[config.mk]
export PLATFORM = sky130hd
export DESIGN_NAME = key_debounce_multi
export DESIGN_NICKNAME = d
export VERILOG_FILES = /design/src/rtl/key_debounce_multi.sv
export SDC_FILE = /design/constraint.sdc
export NUM_CORES = 1
export LEC_CHECK = 0
export BUFFER_PORTS_ARGS = -buffer_cell sky130_fd_sc_hd__buf_2
export CORE_MARGIN = 3
export CORE_UTILIZATION = 40
export CTS_CLUSTER_SIZE = 16
export DETAILED_ROUTE_END_ITERATION = 12
export PLACE_DENSITY = 0.61
export SLEW_MARGIN = 20
export SYNTH_ARGS = -nofsm -noshare
export SYNTH_HDL_FRONTEND = slang
export SYNTH_SLANG_ARGS = --single-unit
[constraint.sdc]
create_clock -name clk -period 4.33 [get_ports clk]
set_clock_uncertainty 0.2 [all_clocks]
set_input_delay 0.866 -clock clk [delete_from_list [all_inputs] [get_ports clk]]
set_output_delay 0.866 -clock clk [all_outputs]
set_load 0.05 [all_outputs]
[src/rtl/key_debounce_multi.sv]
// Multi-channel key debouncer: 2-FF synchroniser, per-channel debounce FSM,
// registered level, press/release pulses and a one-shot long-press pulse.
module key_debounce_multi #(
  parameter int unsigned N_KEYS            = 4,
  parameter int unsigned DEBOUNCE_CYCLES   = 2000000,
  parameter int unsigned LONG_PRESS_CYCLES = 100000000,
  parameter bit          ACTIVE_LOW        = 1'b1
) (
  input  logic              clk,
  input  logic              rst_n,
  input  logic [N_KEYS-1:0] key_in,
  output logic [N_KEYS-1:0] key_state,
  output logic [N_KEYS-1:0] key_press,
  output logic [N_KEYS-1:0] key_release,
  output logic [N_KEYS-1:0] key_long
);

  localparam int unsigned   DW   = $clog2(DEBOUNCE_CYCLES);
  localparam int unsigned   HW   = $clog2(LONG_PRESS_CYCLES + 1);
  localparam logic [DW-1:0] DMAX = DW'(DEBOUNCE_CYCLES - 1);
  localparam logic [HW-1:0] HMAX = HW'(LONG_PRESS_CYCLES);

  typedef enum logic [1:0] {
    S_IDLE,
    S_PRESS_WAIT,
    S_PRESSED,
    S_RELEASE_WAIT
  } state_t;

  state_t            r_state [N_KEYS];
  logic [DW-1:0]     r_dcnt  [N_KEYS];
  logic [HW-1:0]     r_hcnt  [N_KEYS];
  logic [N_KEYS-1:0] r_sync1;
  logic [N_KEYS-1:0] r_sync2;
  logic [N_KEYS-1:0] r_level;
  logic [N_KEYS-1:0] r_press;
  logic [N_KEYS-1:0] r_release;
  logic [N_KEYS-1:0] r_long;

  logic [N_KEYS-1:0] w_p;
  logic [N_KEYS-1:0] w_hold;
  logic [N_KEYS-1:0] w_rel_done;
  logic [N_KEYS-1:0] w_long_hit;

  assign w_p = r_sync2 ^ {N_KEYS{ACTIVE_LOW}};

  // A release completing in the same cycle the hold count matures wins;
  // the long pulse is dropped so the three pulses stay mutually exclusive.
  always_comb begin
    w_hold     = '0;
    w_rel_done = '0;
    w_long_hit = '0;
    for (int unsigned i = 0; i < N_KEYS; i++) begin
      w_hold[i]     = (r_state[i] == S_PRESSED) || (r_state[i] == S_RELEASE_WAIT);
      w_rel_done[i] = (r_state[i] == S_RELEASE_WAIT) && !w_p[i] && (r_dcnt[i] == DMAX);
      w_long_hit[i] = w_hold[i] && (r_hcnt[i] == HMAX - 1'b1) && !w_rel_done[i];
    end
  end

  always_ff @(posedge clk) begin
    if (!rst_n) begin
      r_sync1   <= {N_KEYS{ACTIVE_LOW}};
      r_sync2   <= {N_KEYS{ACTIVE_LOW}};
      r_level   <= '0;
      r_press   <= '0;
      r_release <= '0;
      r_long    <= '0;
      for (int unsigned i = 0; i < N_KEYS; i++) begin
        r_state[i] <= S_IDLE;
        r_dcnt[i]  <= '0;
        r_hcnt[i]  <= '0;
      end
    end else begin
      r_sync1   <= key_in;
      r_sync2   <= r_sync1;
      r_press   <= '0;
      r_release <= '0;
      r_long    <= w_long_hit;
      for (int unsigned i = 0; i < N_KEYS; i++) begin
        if (w_hold[i] && (r_hcnt[i] != HMAX)) begin
          r_hcnt[i] <= r_hcnt[i] + 1'b1;
        end
        case (r_state[i])
          S_IDLE: begin
            if (w_p[i]) begin
              r_state[i] <= S_PRESS_WAIT;
              r_dcnt[i]  <= '0;
            end
          end
          S_PRESS_WAIT: begin
            if (!w_p[i]) begin
              r_state[i] <= S_IDLE;
              r_dcnt[i]  <= '0;
            end else if (r_dcnt[i] == DMAX) begin
              r_state[i] <= S_PRESSED;
              r_press[i] <= 1'b1;
              r_level[i] <= 1'b1;
              r_hcnt[i]  <= '0;
            end else begin
              r_dcnt[i] <= r_dcnt[i] + 1'b1;
            end
          end
          S_PRESSED: begin
            if (!w_p[i]) begin
              r_state[i] <= S_RELEASE_WAIT;
              r_dcnt[i]  <= '0;
            end
          end
          S_RELEASE_WAIT: begin
            if (w_p[i]) begin
              r_state[i] <= S_PRESSED;
            end else if (w_rel_done[i]) begin
              r_state[i]   <= S_IDLE;
              r_release[i] <= 1'b1;
              r_level[i]   <= 1'b0;
            end else begin
              r_dcnt[i] <= r_dcnt[i] + 1'b1;
            end
          end
          default: begin
            r_state[i] <= S_IDLE;
            r_dcnt[i]  <= '0;
          end
        endcase
      end
    end
  end

  assign key_state   = r_level;
  assign key_press   = r_press;
  assign key_release = r_release;
  assign key_long    = r_long;

endmodule

==> impl_metrics.py, run 1 <==
metrics = {
    "layout": {
        "seqCellArea_um2": 6490,
        "fin_area_um2": 13800,
        "fillers": 2944,
        "drive_above_1_share": 0.0736,
        "syn_to_final_growth_pct": 10.3,
        "fin_nets": 1275,
        "final_cell_mix": "200 x edfxtp_1, 148 x nor2_1, 87 x a21oi_1",
        "layout_commonest_cell": "edfxtp_1",
        "multi_input_comb_area_um2": 5670,
        "antenna_cells": 0,
    },
    "synthesis": {
        "synth-edff-count": 200,
        "synthXorXnorAreaFrac": 0.0707,
        "synth_compound_area_frac": 0.0972,
        "synth_top_family_by_area": "simple AND/OR/NAND/NOR gates",
        "ys_ff_latch": 224,
        "synth_async_sr_flop_share": 0,
        "avgSynthCellArea_um2": 10.0,
        "synth_ff_type": "edfxtp_1",
        "synth-simple-area-share": 0.268,
        "synth_cell_types": 60,
        "syn-cell-area_um2": 12500,
        "synth_nets": 1269,
        "netlist_instances": 1251,
        "yosysSeqAreaShare": 0.518,
        "yosysWarnings": 0,
        "synthMuxAreaShare": 0,
        "yosys.area_share.adder": 0.0120,
    },
    "timing": {
        "hold_viol_final": 0,
        "period_share": 0.698,
        "relSlewSlack": 0.437,
        "setup_violations": 0,
        "min_period_ns": 3.02,
        "finalSetupTns_ns": 0,
        "slew_viol_final": 0,
        "tightest_slew_ns": 0.845,
        "clock.fmax_mhz": 331,
        "rsz0062_at_grt": "no",
    },
    "floorplan": {
        "die_area_um2": 33400,
        "rows": 64,
        "coreArea_um2": 30700,
        "boundaryPins": 22,
        "initial_core_util": 0.407,
        "die_h_um": 183,
        "die_w_um": 183,
    },
    "route": {
        "vias": 9487,
        "ant_nets": 0,
        "dr.first_iter.drc_count": 551,
        "wirelength_um": 25400,
        "wl_met3_um": 1010,
        "drc_errors": 0,
        "drt-met1-wl_um": 12400,
        "top_layer": "met4",
        "vias_per_cell": 5.67,
        "dr_wl_met2_um": 11500,
        "drtPass1Iterations": 5,
        "wl_per_cell_um": 15.2,
    },
    "global_route": {
        "grt_pass1_wl_um": 43500,
        "grt_usage": 0.150,
        "grt_overflow": 0,
        "antenna_found_initial": 0,
        "grt_max_degree": 32,
        "grt_pass1_vias": 8870,
    },
    "worst_setup_path": {
        "worst_path_largest_cell_delay_ns": 0.60,
        "critPathMaxFanout": 21,
        "critPathLaunchType": "flop",
        "worstPathRequired_ns": 4.27,
        "arrival_ns": 2.97,
        "worstSetupPathType": "reg2reg",
        "endpoint_kind": "flop",
        "path_cells": "or4b_1, or3_4, or4_4, a211o_1",
        "cpMaxStageDelayCell": "a211o_1",
    },
    "outcome": {
        "status": "finished, final reports clean",
    },
    "pwr": {
        "cellPowerDensity_nw_per_um2": 531,
        "vdd_drop_max_uv": 340,
        "leakagePower_uw": 0.00422,
    },
    "placement": {
        "place.gp.congestion": 0.790,
        "dp_hpwl_um": 16800,
        "placedInstanceArea_um2": 13000,
        "port_buffers": 21,
    },
    "run": {
        "cap_violations": 0,
    },
    "clock_network": {
        "cts_sinks": 224,
        "cts_tree": "yes",
        "root_buffer": "clkbuf_16",
        "cts.clk_slew.worst_paths_ns": 0.06,
        "clk_latency_ns": 0.53,
        "ctsHoldBuffers": 0,
        "ctsResizeCount": 0,
        "post_cts_buffers": 0,
        "cts_made_buffers": 26,
        "h-tree-depth": 1,
        "clockBufferDepth": 3,
    },
    "worst_hold_path": {
        "hold_path_class": "reg2reg",
    },
}
[registers in the layout, summed over array words and instances (netlist names)]
signal       count
key_press        4
r_hcnt         108
r_sync1          4
r_state          8
key_release      4
key_state        4
r_dcnt          84
key_long         4
r_sync2          4
[routing by layer]
metal  vias to the layer above  global-route usage
li1                       4762                   -
met1                      4516               0.214
met2                       168               0.245
met3                        41              0.0240
met4                         0              0.0305
met5                         -                   0
[stage by stage]
step / power (uW) / utilization / setup WS (ns) / hold slack, ns / instances
2_1_floorplan: 4890 / - / 0.0682 / 0.186 / 1251
3_3_place_gp: 5310 / 0.423 / 1.32 / 0.190 / 1623
3_5_place_dp: 5350 / 0.423 / 1.28 / 0.191 / 1623
4_1_cts: 7370 / 0.448 / 1.28 / 0.205 / 1671
5_1_grt: 7790 / 0.449 / 1.18 / 0.216 / 1673
6_report: 7320 / 0.449 / 1.31 / 0.203 / 1673
[report_power, final]
group	total, uW	internal, uW	switching, uW	leakage [uW]
registers	3960	3170	790	0.00236
logic	1380	554	821	0.00147
clock network	1990	1130	854	0.000380
[Yosys cell counts, types with 3 or more instances]
cell,instances,area (um2)
xnor2_1,62,543
nand3_1,63,315
nor4b_1,12,105
nor3_1,20,100
a21oi_1,87,435
or2_2,5,31.3
dfxtp_1,24,480
nor2b_1,6,37.5
and4_1,25,219
buf_2,10,50.1
o21ai_0,60,300
nand4_1,60,375
and2_1,12,75.1
nand2_1,75,282
nand4b_1,5,43.8
xor2_1,39,342
nor2_1,148,556
edfxtp_1,200,6010
inv_1,49,184
a211o_1,3,26.3
o311ai_0,3,26.3
and3_1,16,100
nor4bb_1,6,60.1
a31oi_1,4,25.0
or4_1,44,330
nand2b_1,13,81.3
ha_1,12,150
o31ai_1,32,240
or3_1,50,313
clkbuf_1,39,146
nor4_1,31,194
[kinds of logic after synthesis]
family | Yosys count
AND/OR/NAND/NOR | 605
flip-flops | 224
AO/OA/AOI/OAI | 206
buffers and inverters | 103
XOR/XNOR | 101
adder cells (fa/ha/maj) | 12
[path summary, 6_finish.rpt]
kind / from / to / slack (ns) / depth (start not counted)
max reg2reg: r_dcnt[3][7] / r_dcnt[3][13] / 1.31 / 4
min reg2reg: r_sync1[0] / r_sync2[0] / 0.20 / 1
min: r_sync1[0] / r_sync2[0] / 0.20 / 1
max: r_dcnt[3][7] / r_dcnt[3][13] / 1.31 / 4
[area by class of cell]
cell class	instances	area share
Inverter	49	0.0133
Timing Repair Buffer	32	0.0144
Multi-Input combinational cell	924	0.411
Tap cell	396	0.0359
Clock buffer	31	0.0500
Sequential cell	224	0.470
Clock inverter	17	0.00589
[critical path: cells and delay by family, from the launching register on]
family | cells | cell delay [ns]
AOI/OAI and AO/OA | 1 | 0.60
DFF | 1 | 0.47
and+or+nand+nor | 3 | 1.37
No activity file was read; power rests on OpenSTA's default activity.
==> run 2, diff against run 1 <==
Settings changed: PLACE_DENSITY 0.61 to 0.59.
Clock period 4.33 ns to 2.8 ns, I/O delays scaled along.
==> impl_metrics.py, run 2 (synthesis results as in run 1) <==
metrics = {
    "worst_setup_path": {
        "critPathMaxFanout": 15,
        "critPathBufInv": 1,
        "cpMaxStageDelayCell": "or4b_1",
        "worstPathRequired_ns": 2.82,
        "path_cells": "or4b_1, or3_4, or4_4, o211ai_1, buf_6",
        "worst_path_largest_cell_delay_ns": 0.53,
        "endpoint_kind": "flop",
        "worstSetupPathType": "reg2reg",
        "cp_top_family": "simple AND/OR/NAND/NOR gates",
        "critPathLaunchType": "flop",
        "arrival_ns": 2.74,
    },
    "global_route": {
        "grt_max_degree": 28,
        "antenna_found_initial": 0,
        "grt_pass1_wl_um": 44300,
        "grt_pass1_vias": 9118,
        "grt_overflow": 0,
        "grt_usage": 0.153,
    },
    "floorplan": {
        "rows": 64,
        "die_h_um": 183,
        "initial_core_util": 0.407,
        "die_area_um2": 33400,
        "boundaryPins": 22,
        "die_w_um": 183,
        "coreArea_um2": 30700,
    },
    "timing": {
        "slew_viol_final": 0,
        "min_period_ns": 2.73,
        "tightest_slew_ns": 1.03,
        "hold_viol_final": 0,
        "finalSetupTns_ns": 0,
        "rsz0062_at_grt": "yes",
        "setup_violations": 0,
        "clock.fmax_mhz": 367,
        "period_share": 0.974,
        "relSlewSlack": 0.315,
    },
    "layout": {
        "largest_reg_flops": 108,
        "fin_area_um2": 14200,
        "layout_commonest_cell": "edfxtp_1",
        "antenna_cells": 0,
        "fin_nets": 1305,
        "biggestRegsByFlops": "r_hcnt: 108 flops, r_dcnt: 84 flops, r_state: 8 flops",
        "fillers": 2913,
        "regMostFlops": "r_hcnt",
        "final_cell_mix": "200 x edfxtp_1, 148 x nor2_1, 87 x a21oi_1",
        "drive_above_1_share": 0.0949,
        "syn_to_final_growth_pct": 13.2,
    },
    "pwr": {
        "finalPower_uw": 11800,
        "comb_power_share": 0.198,
        "vdd_drop_max_uv": 525,
        "clkPwrFrac": 0.287,
        "internal_power_uw": 7970,
        "switching_power_uw": 3820,
        "pwr-share-seq": 0.515,
        "leakagePower_uw": 0.00442,
        "cellPowerDensity_nw_per_um2": 832,
        "sw_frac_of_total": 0.324,
    },
    "route": {
        "drtPass1Iterations": 5,
        "vias_per_cell": 5.59,
        "drc_errors": 0,
        "wl_per_cell_um": 15.1,
        "wirelength_um": 25800,
        "vias": 9526,
        "dr.first_iter.drc_count": 667,
        "ant_nets": 0,
    },
    "placement": {
        "place.gp.congestion": 0.753,
        "dp_hpwl_um": 17000,
        "port_buffers": 21,
        "placedInstanceArea_um2": 13300,
    },
    "clock_network": {
        "cts.clk_slew.worst_paths_ns": 0.06,
        "root_buffer": "clkbuf_16",
        "clockBufferDepth": 3,
        "cts_tree": "yes",
        "cts_sinks": 224,
        "clk_latency_ns": 0.52,
        "h-tree-depth": 1,
        "cts_made_buffers": 26,
        "post_cts_buffers": 0,
    },
    "worst_hold_path": {
        "hold_path_class": "in2reg",
    },
    "outcome": {
        "status": "finished, final reports clean",
    },
    "run": {
        "cap_violations": 0,
    },
}
==> run 2: layout make-up <==
class,count,area [um2],area share
clock buffer,41,778,0.0549
timing repair buffer,62,470,0.0332
inverter,49,184,0.0130
tap,396,495,0.0350
clock inverter,7,86.3,0.00609
sequential,224,6490,0.458
multi-input combinational,924,5670,0.400
==> run 2: layer usage <==
| layer | GRT usage | vias up | part of all wire |
|---|---|---|---|
| met2 | 0.250 | 114 | 0.46 |
| met5 | 0 | - | 0 |
| met1 | 0.213 | 4566 | 0.49 |
| met4 | 0.0408 | 0 | 0.019 |
| met3 | 0.0238 | 30 | 0.032 |
| li1 | - | 4816 | - |
==> run 2: what timing repair did <==
action | in CTS | in global routing
hold buffers | 0 | 0
gates resized for setup | 0 | 2
endpoints found under the hold margin | 0 | 0
endpoints found under the setup margin | 0 | 20
==> run 2: final timing paths <==
| check | from | end | slack, ns | cells past startpoint |
|---|---|---|---|---|
| hold / removal | key_in[1] | r_sync1[1] | 0.03 | 2 |
| hold reg to reg | r_sync1[0] | r_sync2[0] | 0.21 | 1 |
| setup reg to reg | r_dcnt[3][12] | r_hcnt[3][18] | 0.07 | 5 |
| setup / recovery | r_dcnt[3][12] | r_hcnt[3][18] | 0.07 | 5 |
==> run 2: stage by stage <==
step	utilization	std cells	worst slack (ns)	hold slack, ns
2_1_floorplan	-	1251	-0.893	0.186
3_3_place_gp	0.432	1655	0.0724	0.191
3_5_place_dp	0.432	1655	0.0771	0.198
4_1_cts	0.460	1703	0.0580	0.00345
5_1_grt	0.461	1703	-0.0563	0.0213
6_report	0.461	1703	0.0722	0.0310
==> run 2: power by group through the flow <==
| stage | sequential (uW) | combinational [uW] | clock [uW] |
|---|---|---|---|
| after floorplan | 5730 | 1830 | 0 |
| after global placement | 6080 | 2310 | 0 |
| after detailed placement | 6110 | 2340 | 0 |
| after CTS | 6060 | 2360 | 3500 |
| after global routing | 6270 | 2670 | 3630 |
| final | 6070 | 2340 | 3380 |
==> run 3, diff against run 2 <==
Clock period 2.8 ns to 3.2 ns, I/O delays scaled along.
==> impl_metrics.py, run 3 (synthesis results as in run 1) <==
metrics = {
    "global_route": {
        "grt_max_degree": 37,
        "grt_overflow": 0,
        "grt_pass1_vias": 8897,
        "grt_pass1_wl_um": 43900,
        "antenna_found_initial": 0,
        "grt_usage": 0.152,
    },
    "worst_setup_path": {
        "worstSetupPathType": "reg2reg",
        "critPathLaunchType": "flop",
        "arrival_ns": 2.82,
        "endpoint_kind": "flop",
        "worstPathRequired_ns": 3.23,
        "critPathMaxFanout": 27,
    },
    "timing": {
        "min_period_ns": 2.79,
        "setup_violations": 0,
        "clock.fmax_mhz": 358,
        "finalSetupTns_ns": 0,
        "hold_viol_final": 0,
        "rsz0062_at_grt": "no",
        "period_share": 0.872,
        "relSlewSlack": 0.279,
        "tightest_slew_ns": 1.08,
        "slew_viol_final": 0,
    },
    "worst_hold_path": {
        "hold_path_class": "in2reg",
    },
    "layout": {
        "fillers": 2921,
        "largest_reg_flops": 108,
        "final_cell_mix": "200 x edfxtp_1, 148 x nor2_1, 87 x a21oi_1",
        "layout_commonest_cell": "edfxtp_1",
        "biggestRegsByFlops": "r_hcnt: 108 flops, r_dcnt: 84 flops, r_state: 8 flops",
        "seqCellArea_um2": 6490,
        "syn_to_final_growth_pct": 12.3,
        "drive_above_1_share": 0.0862,
        "antenna_cells": 0,
        "multi_input_comb_area_um2": 5670,
        "fin_nets": 1283,
        "regMostFlops": "r_hcnt",
        "fin_cells": 1683,
    },
    "placement": {
        "port_buffers": 21,
        "place.gp.congestion": 0.787,
        "dp_hpwl_um": 16700,
        "post-place-cells": 1631,
    },
    "clock_network": {
        "root_buffer": "clkbuf_16",
        "cts_sinks": 224,
        "cts_tree": "yes",
        "h-tree-depth": 1,
        "clk_latency_ns": 0.54,
        "cts.clk_slew.worst_paths_ns": 0.06,
        "post_cts_buffers": 0,
        "ctsHoldBuffers": 0,
        "clockBufferDepth": 3,
        "ctsResizeCount": 0,
        "cts_made_buffers": 28,
    },
    "floorplan": {
        "rows": 64,
        "boundaryPins": 22,
        "initial_core_util": 0.407,
        "die_w_um": 183,
        "die_h_um": 183,
        "coreArea_um2": 30700,
        "die_area_um2": 33400,
    },
    "route": {
        "wl_per_cell_um": 15.2,
        "dr.first_iter.drc_count": 766,
        "drc_errors": 0,
        "wirelength_um": 25600,
        "vias": 9379,
        "drtPass1Iterations": 5,
        "ant_nets": 0,
        "vias_per_cell": 5.57,
    },
    "pwr": {
        "vdd_drop_max_uv": 408,
        "leakagePower_uw": 0.00434,
        "cellPowerDensity_nw_per_um2": 741,
    },
    "outcome": {
        "status": "finished, final reports clean",
    },
    "run": {
        "cap_violations": 0,
    },
}
[run 3: changes by cell type in the layout (fill, tap and decap cells not counted), sizes merged]
cell      delta
bufinv       -2
clkbuf       +2
inv          +1
clkinvlp     +1
buf         -24
clkinv       +2
[run 3: routing by layer]
| layer | up-vias | global-route usage | share of wire |
|---|---|---|---|
| met5 | - | 0 | 0 |
| met4 | 0 | 0.0363 | 0.019 |
| met3 | 40 | 0.0222 | 0.032 |
| met2 | 129 | 0.242 | 0.44 |
| met1 | 4436 | 0.221 | 0.50 |
| li1 | 4774 | - | - |
[run 3: cell type report]
type | instances | share of cell area
sequential | 224 | 0.461
multi-input combinational | 924 | 0.403
clock buffer | 43 | 0.0648
tap | 396 | 0.0353
timing repair buffer | 38 | 0.0183
inverter | 49 | 0.0131
clock inverter | 9 | 0.00383
[run 3: stage by stage]
step | cell area (um2) | utilization | worst slack (ns) | hold slack [ns] | total power (uW)
after floorplan | 12500 | - | -0.493 | 0.186 | 6610
after global placement | 13100 | 0.426 | 0.431 | 0.188 | 7230
after detailed placement | 13100 | 0.426 | 0.409 | 0.197 | 7280
after CTS | 14100 | 0.457 | 0.398 | 0.0747 | 10500
after global routing | 14100 | 0.457 | 0.305 | 0.0888 | 11100
final | 14100 | 0.457 | 0.409 | 0.0956 | 10400
[run 3: path summary, 6_finish.rpt]
path	startpoint	to	slack (ns)	depth (start not counted)
max	r_dcnt[3][8]	r_hcnt[3][0]	0.41	5
min	key_in[2]	r_sync1[2]	0.1	2
max reg2reg	r_dcnt[3][8]	r_hcnt[3][0]	0.41	5
min reg2reg	r_sync1[0]	r_sync2[0]	0.19	1
[run 3: critical path: stages (launching register included)]
cell and delay (ns):
edfxtp_1 0.46, or4b_1 0.52, or3_4 0.36, or4_4 0.43, o211ai_1 0.28, buf_12 0.24
[run 3: where the power goes]
| part | leakage (uW) | internal (uW) | total, uW | switching [uW] |
|---|---|---|---|---|
| clock | 0.000479 | 1950 | 3180 | 1220 |
| combinational | 0.00150 | 766 | 1870 | 1110 |
| sequential | 0.00236 | 4300 | 5370 | 1070 |
